**src/rtl/fp_dot_acc.sv**
```systemverilog
// Streaming floating-point dot-product accumulator built around one fused MAC.
// Elements arrive over a valid/ready handshake; the result is held until consumed.

module DW_fp_mac_DG #(
   parameter int sig_width       = 23,
   parameter int exp_width       = 8,
   parameter int ieee_compliance = 0
) (
   input  logic [sig_width+exp_width:0] a,
   input  logic [sig_width+exp_width:0] b,
   input  logic [sig_width+exp_width:0] c,
   input  logic [2:0]                   rnd,
   input  logic                         DG_ctrl,
   output logic [sig_width+exp_width:0] z,
   output logic [7:0]                   status
);
   localparam int W    = sig_width;
   localparam int E    = exp_width;
   localparam int PW   = 2*W + 2;
   localparam int G    = W + 4;
   localparam int N    = PW + G;
   localparam int SW   = N + 1;
   localparam int KW   = $clog2(SW) + 1;
   localparam int EW   = E + KW + 2;
   localparam int BIAS = (1 << (E-1)) - 1;
   localparam int EMAX = (1 << E) - 1;
   localparam logic [W-1:0] NAN_FRAC =
      (ieee_compliance != 0) ? (W'(1) << (W-1)) : W'(1);

   logic [E-1:0] ea, eb, ecr;
   logic sa, sb, sc, sp;
   logic a_zero, b_zero, c_zero, p_zero;
   logic a_inf, b_inf, c_inf, p_inf, invalid;
   logic [PW-1:0] prod, cx;
   logic signed [EW-1:0] ep, ec, el, d, eres;
   logic [N-1:0] xl, xs, xs_al;
   logic [2*N-1:0] wide;
   logic [KW-1:0] sh, k;
   logic sl, ss, sgn, eff_sub;
   logic [SW-1:0] sum;
   logic [SW-2:0] sn;
   logic [W-1:0] frac, frac_r;
   logic g, st, inc, carry, to_inf;

   assign sa  = a[W+E];
   assign sb  = b[W+E];
   assign sc  = c[W+E];
   assign sp  = sa ^ sb;
   assign ea  = a[W+E-1:W];
   assign eb  = b[W+E-1:W];
   assign ecr = c[W+E-1:W];

   // Subnormals are flushed to zero and NaN encodings behave as infinities.
   assign a_zero  = (ea == '0);
   assign b_zero  = (eb == '0);
   assign c_zero  = (ecr == '0);
   assign a_inf   = &ea;
   assign b_inf   = &eb;
   assign c_inf   = &ecr;
   assign p_zero  = a_zero | b_zero;
   assign p_inf   = a_inf | b_inf;
   assign invalid = (a_inf & b_zero) | (b_inf & a_zero) |
                    (p_inf & c_inf & (sp ^ sc));

   assign prod = PW'({1'b1, a[W-1:0]}) * PW'({1'b1, b[W-1:0]});
   assign cx   = {1'b0, 1'b1, c[W-1:0], {W{1'b0}}};
   assign ep   = EW'(ea) + EW'(eb) - EW'(BIAS);
   assign ec   = EW'(ecr);

   always_comb begin
      xl      = {prod, {G{1'b0}}};
      el      = ep;
      sl      = sp;
      xs      = '0;
      ss      = sc;
      d       = ep - ec;
      sh      = '0;
      sum     = '0;
      sgn     = 1'b0;
      eff_sub = 1'b0;
      if (c_zero || (!p_zero && ep >= ec)) begin
         if (!c_zero) xs = {cx, {G{1'b0}}};
      end else begin
         xl = {cx, {G{1'b0}}};
         el = ec;
         sl = sc;
         ss = sp;
         d  = ec - ep;
         if (!p_zero) xs = {prod, {G{1'b0}}};
      end
      if (d < 0)
         sh = '0;
      else if (d > EW'(N))
         sh = KW'(N);
      else
         sh = KW'(d);
      wide  = {xs, {N{1'b0}}} >> sh;
      xs_al = wide[2*N-1:N] | {{(N-1){1'b0}}, |wide[N-1:0]};
      eff_sub = sl ^ ss;
      if (!eff_sub) begin
         sum = {1'b0, xl} + {1'b0, xs_al};
         sgn = sl;
      end else if (xl >= xs_al) begin
         sum = {1'b0, xl - xs_al};
         sgn = sl;
      end else begin
         sum = {1'b0, xs_al - xl};
         sgn = ss;
      end
   end

   always_comb begin
      k = '0;
      for (int i = 0; i < SW; i++)
         if (sum[i]) k = KW'(i);
      sn   = (SW-1)'(sum << (KW'(SW-1) - k));
      frac = sn[SW-2 -: W];
      g    = sn[SW-2-W];
      st   = |sn[SW-3-W:0];
      case (rnd)
         3'd0:    inc = g & (st | frac[0]);
         3'd1:    inc = 1'b0;
         3'd2:    inc = ~sgn & (g | st);
         3'd3:    inc = sgn & (g | st);
         3'd4:    inc = g;
         3'd5:    inc = g | st;
         default: inc = 1'b0;
      endcase
      {carry, frac_r} = {1'b0, frac} + (W+1)'(inc);
      eres = el + EW'(k) - EW'(2*W + G) + EW'(carry);
      case (rnd)
         3'd1:    to_inf = 1'b0;
         3'd2:    to_inf = ~sgn;
         3'd3:    to_inf = sgn;
         default: to_inf = 1'b1;
      endcase
   end

   always_comb begin
      z      = '0;
      status = '0;
      if (!DG_ctrl) begin
         z      = '0;
         status = '0;
      end else if (invalid) begin
         z         = {1'b0, {E{1'b1}}, NAN_FRAC};
         status[2] = 1'b1;
      end else if (p_inf | c_inf) begin
         z         = {p_inf ? sp : sc, {E{1'b1}}, {W{1'b0}}};
         status[1] = 1'b1;
      end else if (p_zero & c_zero) begin
         z         = {(sp == sc) ? sp : (rnd == 3'd3), {(W+E){1'b0}}};
         status[0] = 1'b1;
      end else if (sum == '0) begin
         z         = {rnd == 3'd3, {(W+E){1'b0}}};
         status[0] = 1'b1;
      end else if (eres >= EW'(EMAX)) begin
         status[4] = 1'b1;
         status[5] = 1'b1;
         status[1] = to_inf;
         if (to_inf)
            z = {sgn, {E{1'b1}}, {W{1'b0}}};
         else
            z = {sgn, E'(EMAX-1), {W{1'b1}}};
      end else if (eres <= 0) begin
         z         = {sgn, {(W+E){1'b0}}};
         status[0] = 1'b1;
         status[3] = 1'b1;
         status[5] = 1'b1;
      end else begin
         z         = {sgn, eres[E-1:0], frac_r};
         status[5] = g | st;
      end
   end
endmodule

module fp_dot_acc #(
   parameter int sig_width       = 23,
   parameter int exp_width       = 8,
   parameter int ieee_compliance = 0,
   parameter int len_width       = 8
) (
   input  logic                         clk,
   input  logic                         rst,
   input  logic                         start,
   input  logic [len_width-1:0]         len,
   input  logic [2:0]                   rnd,
   input  logic                         in_valid,
   output logic                         in_ready,
   input  logic [sig_width+exp_width:0] in_a,
   input  logic [sig_width+exp_width:0] in_b,
   output logic                         out_valid,
   input  logic                         out_ready,
   output logic [sig_width+exp_width:0] out_z,
   output logic [7:0]                   out_status,
   output logic                         busy
);
   localparam int FW = sig_width + exp_width + 1;

   typedef enum logic [1:0] {IDLE, RUN, DONE} state_t;

   state_t state, state_nx;
   logic [FW-1:0] acc, mac_z;
   logic [len_width-1:0] cnt;
   logic [7:1] sticky;
   logic [7:0] status_q, mac_status;
   logic [2:0] rnd_q;
   logic dg_ctrl;

   assign dg_ctrl    = in_valid & in_ready;
   assign out_z      = acc;
   assign out_status = status_q;

   DW_fp_mac_DG #(
      .sig_width(sig_width),
      .exp_width(exp_width),
      .ieee_compliance(ieee_compliance)
   ) u_mac (
      .a(in_a),
      .b(in_b),
      .c(acc),
      .rnd(rnd_q),
      .DG_ctrl(dg_ctrl),
      .z(mac_z),
      .status(mac_status)
   );

   always_ff @(posedge clk) begin
      if (rst) state <= IDLE;
      else     state <= state_nx;
   end

   always_comb begin
      state_nx  = state;
      in_ready  = 1'b0;
      out_valid = 1'b0;
      busy      = (state != IDLE);
      case (state)
         IDLE: begin
            if (start)
               state_nx = (len == '0) ? DONE : RUN;
         end
         RUN: begin
            in_ready = 1'b1;
            if (in_valid && cnt == len_width'(1))
               state_nx = DONE;
         end
         DONE: begin
            out_valid = 1'b1;
            if (out_ready) state_nx = IDLE;
         end
         default: state_nx = IDLE;
      endcase
   end

   // The final status folds the last element's flags in on the same edge.
   always_ff @(posedge clk) begin
      if (rst) begin
         acc      <= '0;
         cnt      <= '0;
         sticky   <= '0;
         status_q <= '0;
         rnd_q    <= '0;
      end else if (state == IDLE) begin
         if (start) begin
            acc      <= '0;
            cnt      <= len;
            sticky   <= '0;
            rnd_q    <= rnd;
            status_q <= (len == '0) ? 8'h01 : 8'h00;
         end
      end else if (state == RUN && dg_ctrl) begin
         acc    <= mac_z;
         sticky <= sticky | mac_status[7:1];
         cnt    <= cnt - len_width'(1);
         if (cnt == len_width'(1))
            status_q <= {sticky | mac_status[7:1], mac_status[0]};
      end
   end
endmodule

```
**config.mk**
```make
export PLATFORM = sky130hd
export DESIGN_NAME = fp_dot_acc
export DESIGN_NICKNAME = d
export VERILOG_FILES = /design/src/rtl/fp_dot_acc.sv
export SDC_FILE = /design/constraint.sdc
export NUM_CORES = 2
export LEC_CHECK = 0
export BUFFER_PORTS_ARGS = -buffer_cell sky130_fd_sc_hd__buf_2
export CORE_ASPECT_RATIO = 0.7
export CORE_MARGIN = 5
export CORE_UTILIZATION = 35
export CTS_CLUSTER_DIAMETER = 60
export DETAILED_ROUTE_END_ITERATION = 10
export HOLD_SLACK_MARGIN = 0.15
export PLACE_DENSITY = 0.47
export SLEW_MARGIN = 20
export SYNTH_ARGS = -nofsm -noshare
export SYNTH_HDL_FRONTEND = slang
export SYNTH_HIERARCHICAL = 1
export SYNTH_SLANG_ARGS = --single-unit
```
**constraint.sdc**
```tcl
create_clock -name clk -period 78 [get_ports clk]
set_clock_uncertainty 0.15 [all_clocks]
set_input_delay 11.7 -clock clk [delete_from_list [all_inputs] [get_ports clk]]
set_output_delay 11.7 -clock clk [all_outputs]
set_load 0.05 [all_outputs]
```
==> results.txt <==
Hold Violations, Final: 0
wire length per cell: 32.0 um
Final Slew Violations: 0
Worst path max stage delay: 940 ps
Starting Density: 0.353
Longest Clk Path Bufs: 2
DR vias/cell: 6.50
Nets: 7887
most frequent cell on the critical path: inv_1
Final TNS setup: 0 ps
post-synthesis mux area share: 0.0426
largest net degree at the start of global routing: 77
slowest CP cell: nor3_1
Setup Buffers After CTS: 0
WS Path Type: in2reg
Die Area: 155000 um2
core area: 146000 um2
Top FF cell, synth: dfxtp_1
Mapped Cells: 7108
top post-synthesis cells by area: fa_1 19%, ha_1 9.0%, inv_1 6.1%
post-route ant nets: 0
Final GP Congestion: 1.07
Post-DP HPWL: 235000 um
YS warnings: 6
class of the worst hold path: reg2reg
CTS Root Cell: clkbuf_16
via count: 58000
post-synth top area share: 0.190
critical path capture point type: flop
Max Cap Viol: 0
GRT Overall Usage: 0.356
htree depth: 3
first-pass GRT wire length: 408000 um
DRC Markers: 0
sequential share of the synthesized area: 0.0233
Reg-to-Reg Start: out_z[26]$_SDFFE_PP0P_
GR Overflow Total: 0
TritonCTS Buffers: 9
Horiz. Die Dim: 468 um
cell area after layout: 54100 um2
Post-synth EDFFs: 0
clk sink count: 60
#FFs+latches synth: 60
TritonCTS clock tree: yes
distinct cell type count after synthesis: 147
clock transition at the registers of the reported paths: 60 ps
Hold Path Depth: 2
Worst Path Required: 78110 ps
crit path buf inv count: 19
Syn Area/Cell: 7.24 um2
placed instance area: 53700 um2
Final period util: 0.509
hold buffers post-CTS: 0
area leader, netlist: fa_1
adder-cell share of the synthesized area: 0.280
Port Buffers: 122
FMAX: 25.2 MHz
initial antenna violation count: 17
area grow syn2layout: 5.16%
FILL cells: 15800
final wirelength: 285000 um
main combinational cell family by area after synthesis: compound AO/OA/AOI/OAI gates
first drt pass iteration count: 6
DR iter-0 viols: 9015
I/O Pins: 123
internal reg-to-reg setup slack: 52720 ps
status: complete, no violations
worst-skew pair later-pin latency: 330 ps
Async S/R FF share, synth: 0
Mapped Area: 51400 um2
depth of the most critical reg-to-reg path: 78
post-cts sizing count: 0
vias in the first global route: 54400
share of layout cells above drive strength 1: 0.0820
post-synthesis compound-gate area fraction: 0.285
arrival time of the worst setup path: 39830 ps
Die Ht: 331 um
standard-cell row count: 117
post-synthesis xor/xnor area fraction: 0.0288
crit start category: input pin
RR Endpoint: out_z[21]$_SDFFE_PP0P_
Worst-Margin Slew: 1320 ps
Setup violations, final: 0
Slew HR: 0.112
cell family with most CP delay: compound AO/OA/AOI/OAI gates
Min-Delay Endpoint: out_status[6]$_SDFFE_PP0P_
Worst Path Max Fanout: 38
Hold Crit Start: out_status[6]$_SDFFE_PP0P_
RSZ-0062 raised after global routing: false
post-layout min period: 39720 ps
simple logic cell fraction of the synthesized area: 0.237
worst max-delay path by stage:
stage,from,to,slack (ps),cells past startpoint
floorplan,in_b[3],out_z[15]$_SDFFE_PP0P_,45020,102
detailed placement,in_b[0],out_z[21]$_SDFFE_PP0P_,39070,89
finish,in_b[0],out_z[21]$_SDFFE_PP0P_,38280,86
CTS,in_b[0],out_z[21]$_SDFFE_PP0P_,39300,89
global route,in_a[8],out_z[21]$_SDFFE_PP0P_,37520,91
global placement,in_b[0],out_z[21]$_SDFFE_PP0P_,39040,92
cell usage after synthesis (69+ instances only):
cell and n:
fa_1 488, a31oi_1 69, nand3_1 174, and2_1 306, a21oi_1 472, a21o_1 105
nor3_1 163, nand4_1 95, o21ai_0 322, a22oi_1 74, nand2_1 753, a211oi_1 112
o21bai_1 74, mux2i_1 101, buf_2 93, nor2_1 548, xnor2_1 103, clkbuf_1 275
o22ai_1 80, inv_1 840, ha_1 371, o211ai_1 110
area by class of cell:
cell class,count,area (um2),area share
sequential,60,1200,0.0222
inverter,850,3200,0.0591
antenna,9,22.5,0.000416
timing repair buffer,269,1720,0.0317
clock buffer,9,225,0.00416
multi-input combinational,5758,45200,0.835
tap,1963,2460,0.0454
clock inverter,7,124,0.00229
cells by family after synthesis:
group	Yosys count
AND/OR/NAND/NOR	2470
AO/OA/AOI/OAI	2088
buffers and inverters	1291
adder cells (fa/ha/maj)	860
multiplexers	176
XOR/XNOR	162
flip-flops	60
other	1
sequential cells by signal, summed over array words and instances, names as in the netlist:
name        flops
cnt             8
out_status      8
out_z          32
rnd_q           3
state           2
sticky          7
layout by cell type (no fill, tap or decap), types with 31 or more instances in the layout:
cell	Yosys	layout
a22oi_1	74	74
nor3_1	163	160
mux2_2	38	38
o21a_1	57	57
o21ai_0	322	322
o211a_1	33	33
mux2i_1	101	98
xor2_1	52	50
buf_4	25	147
nor2_1	548	545
a211oi_1	112	109
o221ai_1	37	37
and2_1	306	305
a21o_1	105	105
or3_1	53	52
o21ai_1	33	31
xnor2_1	103	101
o31ai_1	39	39
ha_1	371	370
nand4_1	95	95
buf_2	93	121
a211o_1	31	31
nand2b_1	60	60
fa_1	488	488
a21oi_1	472	472
nand2_1	753	752
o22ai_1	80	80
dfxtp_1	60	60
a31oi_1	69	69
nand3_1	174	174
o21bai_1	74	74
o211ai_1	110	110
inv_1	840	840
nor4_1	56	50
and3_1	54	54
layer usage:
layer,routed length [um],share of wire,GRT usage,up-vias
li1,-,-,-,24800
met1,136000,0.48,0.568,28900
met2,100000,0.35,0.438,3928
met3,42600,0.15,0.140,351
met4,6020,0.021,0.0568,6
met5,92,0.00032,0,-
metrics by stage:
step | hold slack (ps) | utilization | std cells | setup WS [ps]
2_1_floorplan | 300 | - | 7109 | 45020
3_3_place_gp | 302 | 0.368 | 8898 | 39040
3_5_place_dp | 308 | 0.368 | 8898 | 39070
4_1_cts | 318 | 0.371 | 8914 | 39300
5_1_grt | 336 | 0.371 | 8918 | 37520
6_report | 318 | 0.371 | 8925 | 38280
worst register-to-register path: cells and delay by family, from the launching register on:
| kind | cells | cell delay (ps) |
|---|---|---|
| adders and majority gates | 7 | 2070 |
| DFF | 1 | 530 |
| xor gates and xnor gates | 1 | 390 |
| AOI/OAI and AO/OA | 33 | 10640 |
| and+or+nand+nor | 22 | 8390 |
| buffers and inverters | 15 | 3070 |
Power is not shown: default switching activity piles up to over one toggle a cycle in this logic, so the estimate is an artifact.
